<file path="src/rtl/fold_bus_collector.sv">
// Rebuilds folded A-channel transactions (header, opcode, BEATS data beats) into
// {opcode, data} words, queues them in a small FIFO and flags protocol/overflow faults.
//
// state | meaning
// IDLE  | no transaction in assembly; beats on the bus are ignored
// ASM   | collecting beats of the current transaction, expecting beat cnt_q
module fold_bus_collector #(
   parameter int DATA_W     = 8,
   parameter int BEATS      = 4,
   parameter int FIFO_DEPTH = 4,
   parameter int CNT_W      = 8
) (
   input  logic                       clk,
   input  logic                       rst_n,
   input  logic                       a_valid,
   input  logic [3:0]                 a_opcode,
   input  logic [$clog2(BEATS)-1:0]   a_beat,
   input  logic [DATA_W-1:0]          a_data,
   output logic                       out_valid,
   input  logic                       out_ready,
   output logic [3:0]                 out_opcode,
   output logic [DATA_W*BEATS-1:0]    out_data,
   output logic                       err_proto,
   output logic                       err_ovf,
   output logic [CNT_W-1:0]           drop_cnt,
   input  logic                       err_clr
);

   localparam int BW   = $clog2(BEATS);
   localparam int AW   = $clog2(FIFO_DEPTH);
   localparam int CW   = AW + 1;
   localparam int DW   = DATA_W * BEATS;
   localparam int WW   = 4 + DW;
   localparam logic [BW-1:0] LAST = BW'(BEATS - 1);

   typedef enum logic {IDLE = 1'b0, ASM = 1'b1} state_t;

   state_t                         state_q, state_d;
   logic                           v_d1_q, v_d2_q;
   logic [3:0]                     op_hold_q;
   logic [3:0]                     asm_op_q, asm_op_d;
   logic [BW-1:0]                  cnt_q, cnt_d;
   logic [BEATS-1:0][DATA_W-1:0]   slot_q, slot_d;

   logic                           push;
   logic [WW-1:0]                  push_word;
   logic                           proto_set;
   logic                           active;
   logic                           hand_off;
   logic [BW-1:0]                  cur_cnt;
   logic [3:0]                     cur_op;

   logic [WW-1:0]                  mem_q [FIFO_DEPTH];
   logic [AW-1:0]                  wr_ptr_q, rd_ptr_q;
   logic [CW-1:0]                  count_q, count_d;
   logic                           full;
   logic                           pop;
   logic                           push_ok;
   logic                           drop;

   logic                           err_proto_q, err_ovf_q;
   logic [CNT_W-1:0]               drop_q;

   always_ff @(posedge clk or negedge rst_n) begin
      if (!rst_n) begin
         v_d1_q    <= 1'b0;
         v_d2_q    <= 1'b0;
         op_hold_q <= '0;
         asm_op_q  <= '0;
         cnt_q     <= '0;
         slot_q    <= '0;
         state_q   <= IDLE;
      end else begin
         v_d1_q  <= a_valid;
         v_d2_q  <= v_d1_q;
         if (v_d1_q) begin
            op_hold_q <= a_opcode;
         end
         asm_op_q <= asm_op_d;
         cnt_q    <= cnt_d;
         slot_q   <= slot_d;
         state_q  <= state_d;
      end
   end

   // A header reaching v_d2 coincides with its beat 0, so the new transaction is
   // evaluated in that same cycle with cnt=0 and the freshly held opcode. The one
   // exception is a header landing on the final beat of the running transaction:
   // that beat still belongs to the old transaction and the new one starts next cycle.
   always_comb begin
      state_d   = state_q;
      cnt_d     = cnt_q;
      asm_op_d  = asm_op_q;
      slot_d    = slot_q;
      push      = 1'b0;
      proto_set = 1'b0;
      active    = 1'b0;
      cur_cnt   = cnt_q;
      cur_op    = asm_op_q;
      hand_off  = v_d2_q && (state_q == ASM) && (cnt_q == LAST);

      if (v_d2_q && !hand_off) begin
         if (state_q == ASM) begin
            proto_set = 1'b1;
         end
         active   = 1'b1;
         cur_cnt  = '0;
         cur_op   = op_hold_q;
         state_d  = ASM;
         asm_op_d = op_hold_q;
         cnt_d    = '0;
      end else if (state_q == ASM) begin
         active = 1'b1;
      end

      if (active) begin
         if (a_beat == cur_cnt) begin
            slot_d[cur_cnt] = a_data;
            if (cur_cnt == LAST) begin
               push    = 1'b1;
               state_d = IDLE;
               cnt_d   = '0;
            end else begin
               cnt_d = cur_cnt + BW'(1);
            end
         end else begin
            proto_set = 1'b1;
            state_d   = IDLE;
            cnt_d     = '0;
         end
         if (hand_off) begin
            state_d  = ASM;
            cnt_d    = '0;
            asm_op_d = op_hold_q;
         end
      end

      push_word = {cur_op, slot_d};
   end

   assign out_valid = (count_q != '0);
   assign full      = (count_q == CW'(FIFO_DEPTH));
   assign pop       = out_valid && out_ready;
   assign push_ok   = push && (!full || pop);
   assign drop      = push && full && !pop;
   assign count_d   = count_q + CW'(push_ok) - CW'(pop);

   always_ff @(posedge clk or negedge rst_n) begin
      if (!rst_n) begin
         wr_ptr_q <= '0;
         rd_ptr_q <= '0;
         count_q  <= '0;
      end else begin
         if (push_ok) begin
            wr_ptr_q <= wr_ptr_q + AW'(1);
         end
         if (pop) begin
            rd_ptr_q <= rd_ptr_q + AW'(1);
         end
         count_q <= count_d;
      end
   end

   // Storage needs no reset: the head is only visible while count is non-zero.
   always_ff @(posedge clk) begin
      if (push_ok) begin
         mem_q[wr_ptr_q] <= push_word;
      end
   end

   assign out_opcode = out_valid ? mem_q[rd_ptr_q][WW-1 -: 4] : 4'h0;
   assign out_data   = out_valid ? mem_q[rd_ptr_q][DW-1:0]    : '0;

   always_ff @(posedge clk or negedge rst_n) begin
      if (!rst_n) begin
         err_proto_q <= 1'b0;
         err_ovf_q   <= 1'b0;
         drop_q      <= '0;
      end else if (err_clr) begin
         err_proto_q <= 1'b0;
         err_ovf_q   <= 1'b0;
         drop_q      <= '0;
      end else begin
         if (proto_set) begin
            err_proto_q <= 1'b1;
         end
         if (drop) begin
            err_ovf_q <= 1'b1;
            if (drop_q != '1) begin
               drop_q <= drop_q + CNT_W'(1);
            end
         end
      end
   end

   assign err_proto = err_proto_q;
   assign err_ovf   = err_ovf_q;
   assign drop_cnt  = drop_q;

endmodule

</file>
<file path="config.mk">
export PLATFORM = sky130hd
export DESIGN_NAME = fold_bus_collector
export DESIGN_NICKNAME = d
export VERILOG_FILES = /design/src/rtl/fold_bus_collector.sv
export SDC_FILE = /design/constraint.sdc
export NUM_CORES = 1
export LEC_CHECK = 0
export CAP_MARGIN = 10
export CORE_ASPECT_RATIO = 0.7
export CORE_MARGIN = 2
export CORE_UTILIZATION = 25
export DETAILED_ROUTE_END_ITERATION = 10
export HOLD_SLACK_MARGIN = 0.12
export PLACE_DENSITY = 0.47
export SLEW_MARGIN = 20
export SYNTH_ARGS = -nofsm -noshare
export SYNTH_HDL_FRONTEND = slang
export SYNTH_SLANG_ARGS = --single-unit
</file>
<file path="constraint.sdc">
create_clock -name clk -period 7.6 [get_ports clk]
set_input_delay 1.14 -clock clk [delete_from_list [all_inputs] [get_ports clk]]
set_output_delay 1.14 -clock clk [all_outputs]
set_load 0.01 [all_outputs]
</file>
==> metrics.txt, run 1 <==
Post-DRT Antenna Nets=0; full die area=about 0.035 sq mm; grt total ovfl=0; Clock Skew=about 0.011 ns; fin nets=roughly 560; initial core utilization=about a quarter; Die Ht=approximately 160 microns; Seq/Total Area, Yosys=between 70% and 80%; count leader, synth=edfxtp_1; Clock Sinks=about 200; CTS max path bufs=3; routed vias/inst=roughly 4.3; Max VDD drop=~0.14 mV; Util after Layout=31.4%; RSZ-0062 raised after global routing=no; count of final setup violators=0; Yosys top cell by area=edfxtp_1; Post-Syn Area per Cell=around 18 sq um; HPWL after DPL=around 11000 microns; cts hold-fix bufs=0; number of post-CTS setup repair buffers=0; async set-or-reset flop fraction in the synthesized netlist=between 30 and 40%; Worst EP required=approximately 6.5 ns; Ant. Diodes=0; Critical R2R Launch=cnt_q[0]$_DFF_PN0_; synth top area cells=edfxtp_1 (52%), dfrtp_1 (19%), mux4_2 (9.7%); hold path start=count_q[2]$_DFF_PN0_; Final TNS setup=0 ns; CP Class=flip-flop to primary output; Clk Latency, worst-skew pair=around 0.50 ns; most frequent cells after synthesis=edfxtp_1 (144), dfrtp_1 (62), and2_1 (40); max-slew violation count=0; max_cap viols=0; CTS tree=built; Fillers=roughly 3.1k; critical path endpoint category=primary output; final-report hold violation count=0; wire per inst=about 18 microns; Synth Flop Type=edfxtp_1; Min-Delay Path Class=flip-flop to flip-flop; clock transition at the registers of the reported paths=roughly 0.06 ns; depth of the CTS H-tree=1; pin count of the biggest net entering global routing=63; status=complete, no violations; Worst Setup SP=rd_ptr_q[1]$_DFFE_PN0N_; WHS=a little under 0.5 ns; Resized Gates After CTS=0; drt first pass iters=4; DRC=0; row cnt=55; Post-synth EDFFs=around 140; Least-Margin Pin Slew=0.950 ns; IO Port Bufs=between 60 and 70; post-synth net total=484; global-route wire length before repair=~28000 microns; initial antenna violation count=0; Area growth syn-to-layout=22.9%; min Tclk post-route=approximately 4 ns; Syn Std Cell Area=~0.0083 sq mm; core footprint=around 0.033 sq mm; final period utilization=52.6%; Post-Route WL=17900 microns; Pleak=about 3.7 nW; total track usage=a little over a tenth; critical path arrival=roughly 2.9 ns; post-synthesis cell type count=51; Mapped Cells=roughly 460; vias in the first global route=4573; Fmax achieved=between 200 and 300 MHz; Slew HR=between 30% and 40%; Setup crit start kind=flip-flop; critical path fanouts, max=25; DIE WIDTH=approximately 220 microns; Initial DRC Count=roughly 320; share of the synthesized area in the top cell type=around half; Synth warnings=0; share of cells above drive strength 1=a little over a fifth; number of CTS-inserted buffers=23; PD cells=around 320 mW/mm^2; Vias=4151; Final Wtd Congestion=roughly 0.7; #FFs+latches synth=between 200 and 250; IO Count=66; root buf cell=clkbuf_16
-- final timing paths --
check,endpoint,slack [ns],depth (start not counted)
worst max-delay path,out_data[22],3.60,4
worst min-delay path,count_q[2]$_DFF_PN0_,0.49,1
worst max register to register,count_q[2]$_DFF_PN0_,4.34,11
worst min register to register,count_q[2]$_DFF_PN0_,0.49,1
max in group asynchronous,rd_ptr_q[0]$_DFFE_PN0N_,6.07,2
min in group asynchronous,err_ovf$_DFFE_PN0P_,0.85,2
-- per-layer routing --
layer	GRT usage, %	wire length, microns	vias to the layer above
met1	13.9	8440	2163
met5	0	0	-
met3	1.97	656	27
met4	2.96	393	0
li1	-	-	1892
met2	17.6	8400	69
-- per-stage QoR --
stage          std cells  setup WS (ns)  cell area (sq um)  power [W]
2_1_floorplan        456           4.50               8320    0.00185
3_3_place_gp         933           3.31               9450    0.00223
3_5_place_dp         933           3.21               9450    0.00224
4_1_cts              974           3.51              10200    0.00338
5_1_grt              974           3.46              10200    0.00348
6_report             974           3.60              10200    0.00331
-- worst max-delay path, stage by stage, from the launching register on --
cell             delay [ns]
dfrtp_1                0.77
buf_4                  0.49
mux4_2                 0.41
and2_1                 0.18
clkdlybuf4s50_1        0.48
-- kinds of logic (layout without fill, tap and decap cells) --
kind of cell / after synthesis / after routing / synth area share [%]
buf+inv: 30 / 121 / 1.73
mux: 80 / 80 / 16.1
flops: 206 / 206 / 70.6
compound gates: 24 / 24 / 2.10
simple gates: 97 / 97 / 7.03
fa+ha+maj: 9 / 9 / 1.44
xor+xnor: 10 / 10 / 1.05
-- flip-flops by register name (all words and copies together), names as in the netlist, named ones only --
signal and flops:
v_d2_q 1, slot_q 32, asm_op_q 1, drop_cnt 8, op_hold_q 4, rd_ptr_q 2
err_proto 1, err_ovf 1, wr_ptr_q 2, v_d1_q 1, count_q 3, mem_q 144
state_q 1, cnt_q 2
-- cell usage in the layout (no fill, tap or decap), drive strengths merged, types with 6 or more instances in the layout --
cell / count
mux2: 44
clkinv: 8
dfrtp: 62
buf: 8
xor2: 6
edfxtp: 144
inv: 8
nor2: 11
ha: 8
nand3: 8
and2: 40
mux4: 36
clkbuf: 27
nand2: 12
and3: 7
clkdlybuf4s50: 64
-- report_power, final --
part           total [W]  leakage [nW]  internal [W]  switching, W
Clock            0.00112         0.381      0.000687      0.000436
Sequential       0.00139          2.15       0.00128      0.000107
Combinational   0.000800          1.18      0.000480      0.000319
-- area by class of cell --
cell class	count	area, sq um	area share [%]
Tap cell	427	534	5.22
Clock inverter	14	160	1.57
Multi-Input combinational cell	220	2300	22.5
Timing Repair Buffer	72	698	6.83
Sequential cell	206	5880	57.5
Clock buffer	27	621	6.07
Inverter	8	30.0	0.294
Note: power is estimated with default switching activity, not from simulation.
==> inputs of run 2 (changes only) <==
Settings changed: PLACE_DENSITY 0.47 to 0.48.
Clock period 7.6 ns to 3.4 ns, I/O delays scaled along.
==> run 2 against run 1 <==
Worst hold slack got worse by 0.053 ns. Setup slack got worse by 3.3 ns. Critical path depth unchanged. Final cell count increased by 0.72%. First-iteration DRC count decreased by 0.94%. Clock-buffer cell count increased by 5. Via count increased by 4.2%. Register-to-register slack got worse by 3.5 ns. Clock power increased by 120%. Largest cell class unchanged.
==> metrics.txt, run 2 (same netlist as run 1, synthesis figures left out) <==
status=complete, no violations (unchanged); M2 GR Usage=18.3% (was 17.6%); Final Wtd Congestion=0.704 (was 0.702); global-route wire length before repair=28500 microns (was 27600 microns); Pleak=3.76 nW (was 3.72 nW); row cnt=55 (unchanged); Post-Route WL=18400 microns (was 17900 microns); Clk Latency, worst-skew pair=0.51 ns (was 0.50 ns); fin nets=565 (was 559); pin count of the biggest net entering global routing=41 (was 63); Setup WS post-layout=0.309 ns (was 3.60 ns); IO Port Bufs=65 (unchanged); cts hold-fix bufs=1 (was 0); critical path endpoint category=primary output (unchanged); Clock Sinks=206 (unchanged); critical path arrival=2.58 ns (was 2.86 ns); critical path fanouts, max=23 (was 25); grt total ovfl=0 (unchanged); pre-CTS setup slack=0.347 ns (was 3.21 ns); most flop-heavy register=mem_q (unchanged); final period utilization=between 90% and 100%; count of final setup violators=0 (unchanged); max_cap viols=0 (unchanged); min Tclk post-route=about 3.1 ns; routed vias/inst=4.41 (was 4.26); most common cell after layout, fill and taps aside=edfxtp_1 (unchanged); Worst EP required=2.89 ns (was 6.46 ns); number of post-CTS setup repair buffers=0 (unchanged); Util after Layout=31.7% (was 31.4%); placed inst area=0.00954 sq mm (was 0.00945 sq mm); full die area=0.0348 sq mm (unchanged); Die Ht=157 microns (unchanged); core footprint=0.0326 sq mm (unchanged); GR Util met1=14.5% (was 13.9%); post-route cell area=0.0103 sq mm (was 0.0102 sq mm); initial antenna violation count=2 (was 0); most frequent cells in the layout=edfxtp_1 (144), clkdlybuf4s50_1 (64), dfrtp_1 (61), and2_1 (40), mux4_2 (36) (unchanged); Initial DRC Count=316 (was 319); met3 usage=1.65% (was 1.97%); HPWL after DPL=11200 microns (was 10600 microns); Max VDD drop=0.356 mV (was 0.135 mV); DIE WIDTH=222 microns (unchanged); depth of the CTS H-tree=1 (unchanged); root buf cell=clkbuf_16 (unchanged); drt first pass iters=6 (was 4); IO Count=66 (unchanged); PD cells=719 mW/mm^2 (was 324 mW/mm^2); CTS max path bufs=3 (unchanged); Least-Margin Pin Slew=0.689 ns (was 0.950 ns); number of CTS-inserted buffers=23 (unchanged); total track usage=10.8% (was 10.5%); Resized Gates After CTS=0 (unchanged); Clock Skew=0.0196 ns (was 0.0108 ns); wire per inst=18.7 microns (was 18.4 microns); vias in the first global route=4682 (was 4573); Fmax achieved=between 300 and 400 MHz; Setup crit start kind=flip-flop (unchanged); Post-DRT Antenna Nets=0 (unchanged); final-report hold violation count=0 (unchanged); max FFs per register=144 (unchanged); share of cells above drive strength 1=20.9% (was 21.0%); Final TNS setup=0 ns (unchanged); Slew HR=54.0% (was 36.5%); Fillers=3114 (was 3131); Area growth syn-to-layout=24.0% (was 22.9%); CP Class=flip-flop to primary output (unchanged); Min-Delay Path Class=input port to flip-flop (was flip-flop to flip-flop); Ant. Diodes=0 (unchanged); CTS tree=built (unchanged); grt peak-use layer=met2 (unchanged); initial core utilization=25.6% (unchanged); DRC=0 (unchanged); clock transition at the registers of the reported paths=0.06 ns (about the same); RSZ-0062 raised after global routing=no (unchanged); Vias=4326 (was 4151); max-slew violation count=0 (unchanged); final total power=0.00742 W (was 0.00331 W)
==> run 2: changes by cell type in the layout (fill, tap and decap cells not counted), sizes merged <==
cell	previous run	this run
buf	8	13
bufinv	3	2
clkbuf	27	32
clkinv	8	5
clkinvlp	3	1
dlygate4sd3	0	1
inv	8	10
==> run 2: where the power goes <==
part           internal [W]  total (W)  switching, W  leakage [nW]
clock               0.00150    0.00248      0.000983         0.376
sequential          0.00286    0.00293     0.0000666          2.15
combinational       0.00110    0.00201      0.000912          1.23
total               0.00546    0.00742       0.00196          3.76
==> run 2: layout make-up <==
class | instances | area [sq um] | share of cell area, %
inverters | 8 | 30.0 | 0.291
well taps | 427 | 534 | 5.18
multi-input cells | 220 | 2300 | 22.3
clock inverters | 10 | 116 | 1.13
repair buffers | 78 | 808 | 7.83
clock buffers | 32 | 651 | 6.30
flip-flops and latches | 206 | 5880 | 56.9
==> run 2: per-stage QoR <==
| step | hold WS (ns) | std cells |
|---|---|---|
| detailed placement | 0.482 | 938 |
| floorplan | 0.214 | 456 |
| global placement | 0.469 | 938 |
| global route | 0.433 | 981 |
| finish | 0.439 | 981 |
| CTS | 0.414 | 981 |
==> run 2: layer usage <==
metal  share of wire [%]  wire length, microns  vias up
met5                   0                     0        -
met1                  47                  8560     2301
li1                    -                     -     1914
met2                  48                  8730       86
met4                 2.0                   368        0
met3                 3.8                   704       25
==> run 2: worst max-delay path, cell delays in order (launching register included) <==
cell	delay, ns
dfrtp_2	0.35
buf_4	0.43
mux4_2	0.61
and2_1	0.20
clkdlybuf4s50_1	0.48
==> run 2: path summary, 6_finish.rpt <==
kind / from / endpoint / slack [ns] / depth (start not counted)
hold / removal: a_valid / v_d1_q$_DFF_PN0_ / 0.44 / 1
setup reg to reg: count_q[1]$_DFF_PN0_ / count_q[2]$_DFF_PN0_ / 0.86 / 10
setup / recovery: rd_ptr_q[0]$_DFFE_PN0N_ / out_data[8] / 0.31 / 4
max in group asynchronous: rst_n / rd_ptr_q[0]$_DFFE_PN0N_ / 2.13 / 3
min in group asynchronous: rst_n / err_ovf$_DFFE_PN0P_ / 0.58 / 2
hold reg to reg: err_ovf$_DFFE_PN0P_ / err_ovf$_DFFE_PN0P_ / 0.50 / 2
==> inputs of run 3 (changes only) <==
==> constraint.sdc (replaced) <==
create_clock -name clk -period 3.4 [get_ports clk]
set_input_delay 0.34 -clock clk [delete_from_list [all_inputs] [get_ports clk]]
set_output_delay 0.34 -clock clk [all_outputs]
set_load 0.01 [all_outputs]
==> run 3 against run 2 <==
Wire length decreased by 3.5%. Sequential share of layout area is 0.32 points higher. Clock skew down 0.0097 ns. Register-to-register slack got worse by 0.08 ns.
==> metrics.txt, run 3 (same netlist as run 1, synthesis figures left out) <==
Slowest cell on crit path=dfrtp_2 (was mux4_2); status=complete, no violations (unchanged); max FFs per register=144 (unchanged); Clock power frac=32.8% (was 33.5%); vias in the first global route=4522 (was 4682); wire per inst=18.1 microns (was 18.7 microns); Clk Latency, worst-skew pair=0.50 ns (was 0.51 ns); Clock Skew=0.00985 ns (was 0.0196 ns); Int Power=0.00547 W (was 0.00546 W); Slew HR=51.2% (was 54.0%); Post-Route WL=17700 microns (was 18400 microns); initial core utilization=25.6% (unchanged); CP Class=flip-flop to primary output (unchanged); combinational share of power=27.0% (was 27.1%); WP buf/inv=2 (unchanged); Max VDD drop=0.320 mV (was 0.356 mV); Setup crit start kind=flip-flop (unchanged); total track usage=10.4% (was 10.8%); critical path fanouts, max=11 (was 23); depth of the CTS H-tree=1 (unchanged); Fmax achieved=334 MHz (was 324 MHz); Flop pwr share=40.2% (was 39.5%); Worst Setup SP=rd_ptr_q[0]$_DFFE_PN0N_ (unchanged); final-report hold violation count=0 (unchanged); initial antenna violation count=3 (was 2); HPWL after DPL=11000 microns (was 11200 microns); drt first pass iters=4 (was 6); CTS tree=built (unchanged); Net Switching=0.00192 W (was 0.00196 W); PD cells=720 mW/mm^2 (was 719 mW/mm^2); WHS=0.296 ns (was 0.439 ns); count of final setup violators=0 (unchanged); clock transition at the registers of the reported paths=0.06 ns (about the same); DRC=0 (unchanged); Worst setup endpoint=out_data[2] (was out_data[8]); most frequent cells in the layout=edfxtp_1 (144), clkdlybuf4s50_1 (64), dfrtp_1 (61), and2_1 (40), mux4_2 (36) (unchanged); Critical R2R Launch=v_d2_q$_DFF_PN0_ (was count_q[1]$_DFF_PN0_); global-route wire length before repair=27500 microns (was 28500 microns); hold path depth=1 (unchanged); Worst EP required=3.06 ns (was 2.89 ns); grt total ovfl=0 (unchanged); row cnt=55 (unchanged); cell chain of the critical path=buf_4, mux4_2, and2_1, clkdlybuf4s50_1 (unchanged); max incr delay on CP=0.65 ns (was 0.61 ns); DR top layer=met4 (unchanged); r2r worst-path depth=5 (was 10); Min-Delay Path Class=input port to flip-flop (unchanged); Vias=4200 (was 4326); switching part of the total=26.0% (was 26.4%); critical path endpoint category=primary output (unchanged); most common cell after layout, fill and taps aside=edfxtp_1 (unchanged); R2R Path End=mem_q[1][10]$_DFFE_PP_ (was count_q[2]$_DFF_PN0_); max_cap viols=0 (unchanged); Initial DRC Count=183 (was 316); Die Ht=157 microns (unchanged); CTS max path bufs=3 (unchanged); Final TNS setup=0 ns (unchanged); critical path's top delay family=buffers and inverters (unchanged); max-slew violation count=0 (unchanged); Reg2Reg Setup Slack=0.78 ns (was 0.86 ns); IO Port Bufs=65 (unchanged); critical path arrival=2.65 ns (was 2.58 ns); Post-DRT Antenna Nets=0 (unchanged); Pleak=3.75 nW (was 3.76 nW); Resized Gates After CTS=0 (unchanged); number of CTS-inserted buffers=23 (unchanged); fin nets=566 (was 565); Final Wtd Congestion=0.672 (was 0.704); share of cells above drive strength 1=20.9% (unchanged); routed vias/inst=4.28 (was 4.41); WL met1=8560 microns (unchanged); pin count of the biggest net entering global routing=38 (was 41); most flop-heavy register=mem_q (unchanged); min Tclk post-route=2.99 ns (was 3.09 ns); Crit path depth=4 (unchanged); IO Count=66 (unchanged); full die area=0.0348 sq mm (unchanged); RSZ-0062 raised after global routing=no (unchanged); metal2 WL=8180 microns (was 8730 microns); root buf cell=clkbuf_16 (unchanged); met3 wire len=617 microns (was 704 microns); Least-Margin Pin Slew=0.731 ns (was 0.689 ns); DIE WIDTH=222 microns (unchanged); core footprint=0.0326 sq mm (unchanged); final period utilization=88.1% (was 90.9%); Clock Sinks=206 (unchanged); Area growth syn-to-layout=23.3% (was 24.0%)
==> run 3: routing by layer <==
metal,up-vias,GRT usage [%]
met2,80,16.7
li1,1910,-
met3,26,1.76
met1,2184,14.5
met4,0,2.64
met5,-,0
==> run 3: repair_timing <==
item,4_1_cts,5_1_grt
hold endpoints to repair,28,0
setup endpoints to repair,0,0
setup buffers,0,0
hold buffers,1,0
==> run 3: worst reg2reg max path, delay by kind of cell (launching register included) <==
kind,cells,cell delay (ns)
DFF,1,0.78
AOI/OAI and AO/OA,1,0.54
and+or+nand+nor,2,0.50
muxes,1,0.39
adders and majority gates,1,0.15
==> run 3: worst min-delay path by stage <==
stage / startpoint / endpoint / slack, ns
floorplan: rst_n / asynchronous set/reset pin / 0.04
global placement: rst_n / drop_cnt[0]$_DFFE_PN0P_ / 0.44
detailed placement: rst_n / err_ovf$_DFFE_PN0P_ / 0.45
CTS: a_valid / v_d1_q$_DFF_PN0_ / 0.28
global route: a_valid / v_d1_q$_DFF_PN0_ / 0.28
finish: a_valid / v_d1_q$_DFF_PN0_ / 0.30
==> run 3: final cells by class <==
class,count,area (sq um)
inverter,8,30.0
tap,427,534
antenna,1,2.50
sequential,206,5880
clock buffer,33,653
multi-input combinational,220,2300
timing repair buffer,79,766
fill,3109,22300
clock inverter,8,96.3
==> run 3: metrics by stage <==
stage | power [W] | std cells | instance area (sq um) | util, % | worst slack (ns)
after floorplan | 0.00413 | 456 | 8320 | - | 0.913
after global placement | 0.00504 | 939 | 9500 | 29.2 | 0.549
after detailed placement | 0.00507 | 939 | 9500 | 29.2 | 0.526
after CTS | 0.00753 | 981 | 10300 | 31.5 | 0.360
after global routing | 0.00777 | 981 | 10300 | 31.5 | 0.245
final | 0.00739 | 982 | 10300 | 31.5 | 0.406
==> run 3: power by group through the flow <==
stage / Clock, W / Combinational, W / Sequential [W]
2_1_floorplan: 0 / 0.00118 / 0.00295
5_1_grt: 0.00260 / 0.00218 / 0.00299
4_1_cts: 0.00249 / 0.00206 / 0.00297
3_3_place_gp: 0 / 0.00203 / 0.00302
3_5_place_dp: 0 / 0.00205 / 0.00302
6_report: 0.00242 / 0.00199 / 0.00297
==> RTL edit 1, RTL diff (settings of run 2) <==
Reset style: synchronous (`rst_n`), changed in 3 clocked blocks.
--- a/src/rtl/fold_bus_collector.sv
+++ b/src/rtl/fold_bus_collector.sv
@@ -61,7 +61,7 @@
    logic                           err_proto_q, err_ovf_q;
    logic [CNT_W-1:0]               drop_q;
 
-   always_ff @(posedge clk or negedge rst_n) begin
+   always_ff @(posedge clk) begin
       if (!rst_n) begin
          v_d1_q    <= 1'b0;
          v_d2_q    <= 1'b0;
@@ -145,7 +145,7 @@
    assign drop      = push && full && !pop;
    assign count_d   = count_q + CW'(push_ok) - CW'(pop);
 
-   always_ff @(posedge clk or negedge rst_n) begin
+   always_ff @(posedge clk) begin
       if (!rst_n) begin
          wr_ptr_q <= '0;
          rd_ptr_q <= '0;
@@ -171,7 +171,7 @@
    assign out_opcode = out_valid ? mem_q[rd_ptr_q][WW-1 -: 4] : 4'h0;
    assign out_data   = out_valid ? mem_q[rd_ptr_q][DW-1:0]    : '0;
 
-   always_ff @(posedge clk or negedge rst_n) begin
+   always_ff @(posedge clk) begin
       if (!rst_n) begin
          err_proto_q <= 1'b0;
          err_ovf_q   <= 1'b0;
Check against the original RTL: differs if rst_n is asserted again (counterexample within 4 cycles, from zero or initial values and one cycle with rst_n low); with rst_n held inactive, the same outputs for 10 cycles.
==> RTL edit 1 against run 2 <==
Clock power grew 4%; synthesized area increased by 0.26%; routed wire length decreased by 1.4%; non-clock buffer count up 3; total power fell by 10%; via count up 5.9%; combinational power down 33%; maximum frequency up 5.7%; sequential cell count grew 2; setup slack improved by 0.17 ns; design area rose by 0.80%.
==> RTL edit 1: results (changes against run 2) <==
Synthesis
  – Area contributors post-synth: edfxtp_1 (52%), dfxtp_1 (15%), mux4_2 (9.7%)
  – Synth Net Count: 553 (+14%)
  – Synth Area per Inst: 15.9 µm² (-13%)
  – Seq/Total Area, Yosys: 67.2% (-3.4 points)
  – Synth top cells by count: edfxtp_1 (144), and2_1 (80), dfxtp_1 (64), mux2_2 (36), mux4_2 (36)
  – FF+latch count, synth: 208 (+0.97%)
  – Cell variety after synth: 42 (-18%)
  – Syn Std Cell Area: 8350 µm² (+0.26%)
  – Fraction of registers with async set/reset: 0% (-30 points)

STA
  – Worst clock skew: 0.0296 ns (+0.00996 ns)
  – Final Cycle Share: 86.0% (-4.9 points)
  – Slew HR: 60.2% (+6.1 points)
  – Hold_ws: 0.448 ns (+0.00833 ns)

Final layout
  – Layout non-clock buf frac: 8.01% (+0.18 points)
  – Layout cells sized above 1: 20.9% (-0.038 points)
  – Seq area share: 53.9% (-3.0 points)
  – Layout Nets: 633 (+12%)
  – Final Non-Filler Cells: 1049 (+6.9%)
  – Non-CTS buffers: 81 (+3.8%)
  – Nonclk inv count: 11 (+3)
  – Fill cell count: 3213 (+3.2%)
  – Final-layout clock buffer total: 32 (unchanged)
  – Clock-cell share: 7.68% (+0.25 points)
  – Layout area overhead: 24.7%
  – Multi-input combinational area share: 24.9% (+2.6 points)
  – Multi-Input Combinational: 280 (+27%)

Worst setup path
  – Reg2reg setup slack: 0.71 ns (-0.15 ns)
  – R2r endpoint: count_q[2]
  – FF-to-FF Start: cnt_q[1]
  – Maximum fanout along the worst path: 36 (+57%)
  – Critical Path Sink: out_data[28]
  – Worst Reg-to-Reg Cells: 12 (+2)
  – CP Data Arrival Time: 2.41 ns (-0.17 ns)
  – Slowest CP cell: mux4_2

Placement
  – DP Worst Slack: 0.396 ns (+0.0487 ns)
  – Post-DP HPWL: 10900 µm (-2.8%)
  – Placed cell areas: 9600 µm² (+0.63%)
  – RePlAce Congestion: 0.702 (-0.30%)

Worst hold path
  – Class of the worst hold path: register to register
  – WHS Endpoint: err_ovf
  – Worst Hold Path Cells: 2 (+1)
  – Hold_sp: err_ovf

Routing
  – Drt wl/cell: 17.3 µm (-7.8%)
  – DR pass1 iterations: 4 (-2)
  – DR vias/cell: 4.37 (-0.95%)
  – Starting DRT DRC Count: 210 (-34%)

Global route
  – Tot GR Track Use: 10.6% (-0.23 points)
  – Vias in the first global route: 4909 (+4.8%)
  – Global-route wire length before repair: 28300 µm (-0.73%)
  – Largest net degree at the start of global routing: 55 (+34%)
  – Initial antenna violation count: 0 (-2)

Clock network
  – CTS root buffer: clkbuf_16
  – Post-CTS Setup Inserts: 0 (unchanged)
  – Longest Clk Path Bufs: 3 (unchanged)

Power
  – Worst IR drop on VDD: 284 µV (-20%)
  – Static Leak: 3.45 nW (-8.1%)

Outcome
  – Outcome: finished, final reports clean
[RTL edit 1: power by group]
group / internal [W] / total (W) / switching (W)
registers: 0.00272 / 0.00275 / 0.0000278
logic: 0.000740 / 0.00135 / 0.000613
clock network: 0.00162 / 0.00258 / 0.000961
total: 0.00508 / 0.00668 / 0.00160
[RTL edit 1: cells by family after synthesis]
logic type | Yosys count | share of synthesized area (%)
DFF | 208 | 67.2
and+or+nand+nor | 151 | 10.5
muxes | 81 | 15.7
buffers and inverters | 37 | 1.81
AOI/OAI and AO/OA | 29 | 2.41
xor gates and xnor gates | 10 | 1.05
adders and majority gates | 9 | 1.44
[RTL edit 1: routing by layer]
metal / track usage, % / up-vias / wire length, µm
met5: 0 / - / 0
met4: 2.78 / 0 / 342
met3: 1.78 / 28 / 595
met2: 18.6 / 73 / 8850
met1: 13.6 / 2359 / 8320
li1: - / 2122 / -
==> RTL edit 2, RTL diff (flow settings as in run 2) <==
Without the edit above. Change the parameter `CNT_W` from 8 to 10.
--- a/src/rtl/fold_bus_collector.sv
+++ b/src/rtl/fold_bus_collector.sv
@@ -8,7 +8,7 @@
    parameter int DATA_W     = 8,
    parameter int BEATS      = 4,
    parameter int FIFO_DEPTH = 4,
-   parameter int CNT_W      = 8
+   parameter int CNT_W      = 10
 ) (
    input  logic                       clk,
    input  logic                       rst_n,
Ports: changed (resized drop_cnt); port bits go from 66 to 68. No check against the original RTL was run, so the function may have changed too.
==> RTL edit 2 against run 2 <==
Routed wire length shrank 1.2%; total power increased by 0.70%; die area rose by 1.0%; sequential cell count rose by 2; sequential share of layout area shrank 0.20 points; design area up 1.2%; via count is essentially flat; synthesized area up 1.0%; maximum frequency is 1.8% lower; setup slack got worse by 0.058 ns; highest routed layer unchanged; register-to-register slack got worse by 0.14 ns; largest power group unchanged; clock power down 2%; critical path type unchanged.
==> RTL edit 2: results (changes against run 2) <==
Outcome
  – Outcome: finished, final reports clean

Routing
  – Via Count: 4323 (-0.069%)
  – Drt wl/cell: 18.0 µm (-3.8%)
  – DR pass1 iterations: 6 (unchanged)
  – Starting DRT DRC Count: 234 (-26%)

Placement
  – Placed cell areas: 9690 µm² (+1.5%)
  – Post-DP HPWL: 11400 µm (+1.4%)
  – # port buffers: 67 (+3.1%)
  – RePlAce Congestion: 0.674 (-4.3%)

STA
  – Hold_ws: 0.487 ns (+0.0473 ns)
  – Worst clock skew: 0.0130 ns (-0.00657 ns)
  – Slew @ Worst Pin: 0.627 ns (-0.0625 ns)

Worst setup path
  – Reg2reg setup slack: 0.72 ns (-0.14 ns)
  – CP Launch Type: register
  – Maximum fanout along the worst path: 23 (unchanged)
  – CP Data Arrival Time: 2.64 ns (+0.06 ns)

Clock network
  – TritonCTS Buffers: 23 (unchanged)
  – CTS root buffer: clkbuf_16
  – Later-pin clock latency in the skew report: 0.49 ns (-0.02 ns)

Final layout
  – Largest register FFs: 144 (unchanged)
  – Layout cells sized above 1: 24.9% (+3.9 points)
  – Layout Nets: 583 (+3.2%)
  – Fill cell count: 3169 (+1.8%)

Synthesis
  – Area contributors post-synth: edfxtp_1 (51%), dfrtp_1 (19%), mux4_2 (9.6%)
  – Synth Net Count: 495 (+2.3%)
  – Fraction of registers with async set/reset: 30.8% (+0.67 points)
  – Seq/Total Area, Yosys: 70.5% (-0.13 points)
  – Synth top cells by count: edfxtp_1 (144), dfrtp_1 (64), mux2_2 (44), and2_1 (41), mux4_2 (36)
  – Cell variety after synth: 47 (-7.8%)

Global route
  – Global-route wire length before repair: 27600 µm (-3.2%)
  – Tot GR Track Use: 10.5% (-0.34 points)
  – Largest net degree at the start of global routing: 39 (-4.9%)
  – Initial antenna violation count: 0 (-2)
  – Vias in the first global route: 4507 (-3.7%)

Power
  – Static Leak: 3.60 nW (-4.3%)
  – Worst IR drop on VDD: 331 µV (-7.0%)
==> RTL edit 2: per-stage QoR <==
stage / setup WS (ns) / std cells / util [%]
6_report: 0.252 / 1008 / 31.4
3_5_place_dp: 0.331 / 964 / 29.1
2_1_floorplan: 0.747 / 467 / -
5_1_grt: 0.0254 / 1006 / 31.4
4_1_cts: 0.145 / 1006 / 31.4
3_3_place_gp: 0.382 / 964 / 29.1
==> RTL edit 2: final timing paths <==
kind                                               to  cells after the start
max in group asynchronous  asynchronous set/reset pin                      3
max reg2reg                                count_q[2]                      9
min in group asynchronous                 drop_cnt[1]                      2
min                                            v_d1_q                      1
max                                      out_data[26]                      4
min reg2reg                                    v_d2_q                      0
==> RTL edit 2: what timing repair did <==
item,4_1_cts,5_1_grt
setup buffers,0,0
hold buffers,1,0
hold endpoints to repair,20,0
==> RTL edit 2: worst max-delay path, cell delays in order (launching register included) <==
cell and delay, ns:
dfrtp_1 0.47, or3_1 0.49, buf_4 0.36, and2_1 0.24
clkdlybuf4s50_1 0.56
==> RTL edit 2: cell families after synthesis <==
kind of cell,share of synthesized area [%]
DFF,70.5
AOI/OAI and AO/OA,2.04
and+or+nand+nor,7.20
muxes,15.5
adders and majority gates,1.43
buffers and inverters,1.79
xor gates and xnor gates,1.56
==> RTL edit 2: layout make-up <==
class / instances / area (µm²) / share of cell area (%)
inverters: 9 / 33.8 / 0.323
flip-flops and latches: 208 / 5930 / 56.7
well taps: 435 / 544 / 5.21
multi-input cells: 229 / 2330 / 22.4
repair buffers: 84 / 858 / 8.22
clock buffers: 30 / 612 / 5.86
clock inverters: 11 / 130 / 1.25
diodes: 2 / 5.00 / 0.0479
==> RTL edit 2: metal layers <==
metal	GRT usage (%)	wire, µm
met1	14.2	8260
met2	17.3	8640
met3	2.11	932
met4	2.56	308
met5	0	0
==> RTL edit 2: power by group <==
part           leakage (nW)  internal, W  total [W]  switching, W
sequential             2.08      0.00289    0.00297     0.0000721
combinational          1.15      0.00113    0.00208      0.000953
clock                 0.365      0.00149    0.00242      0.000930
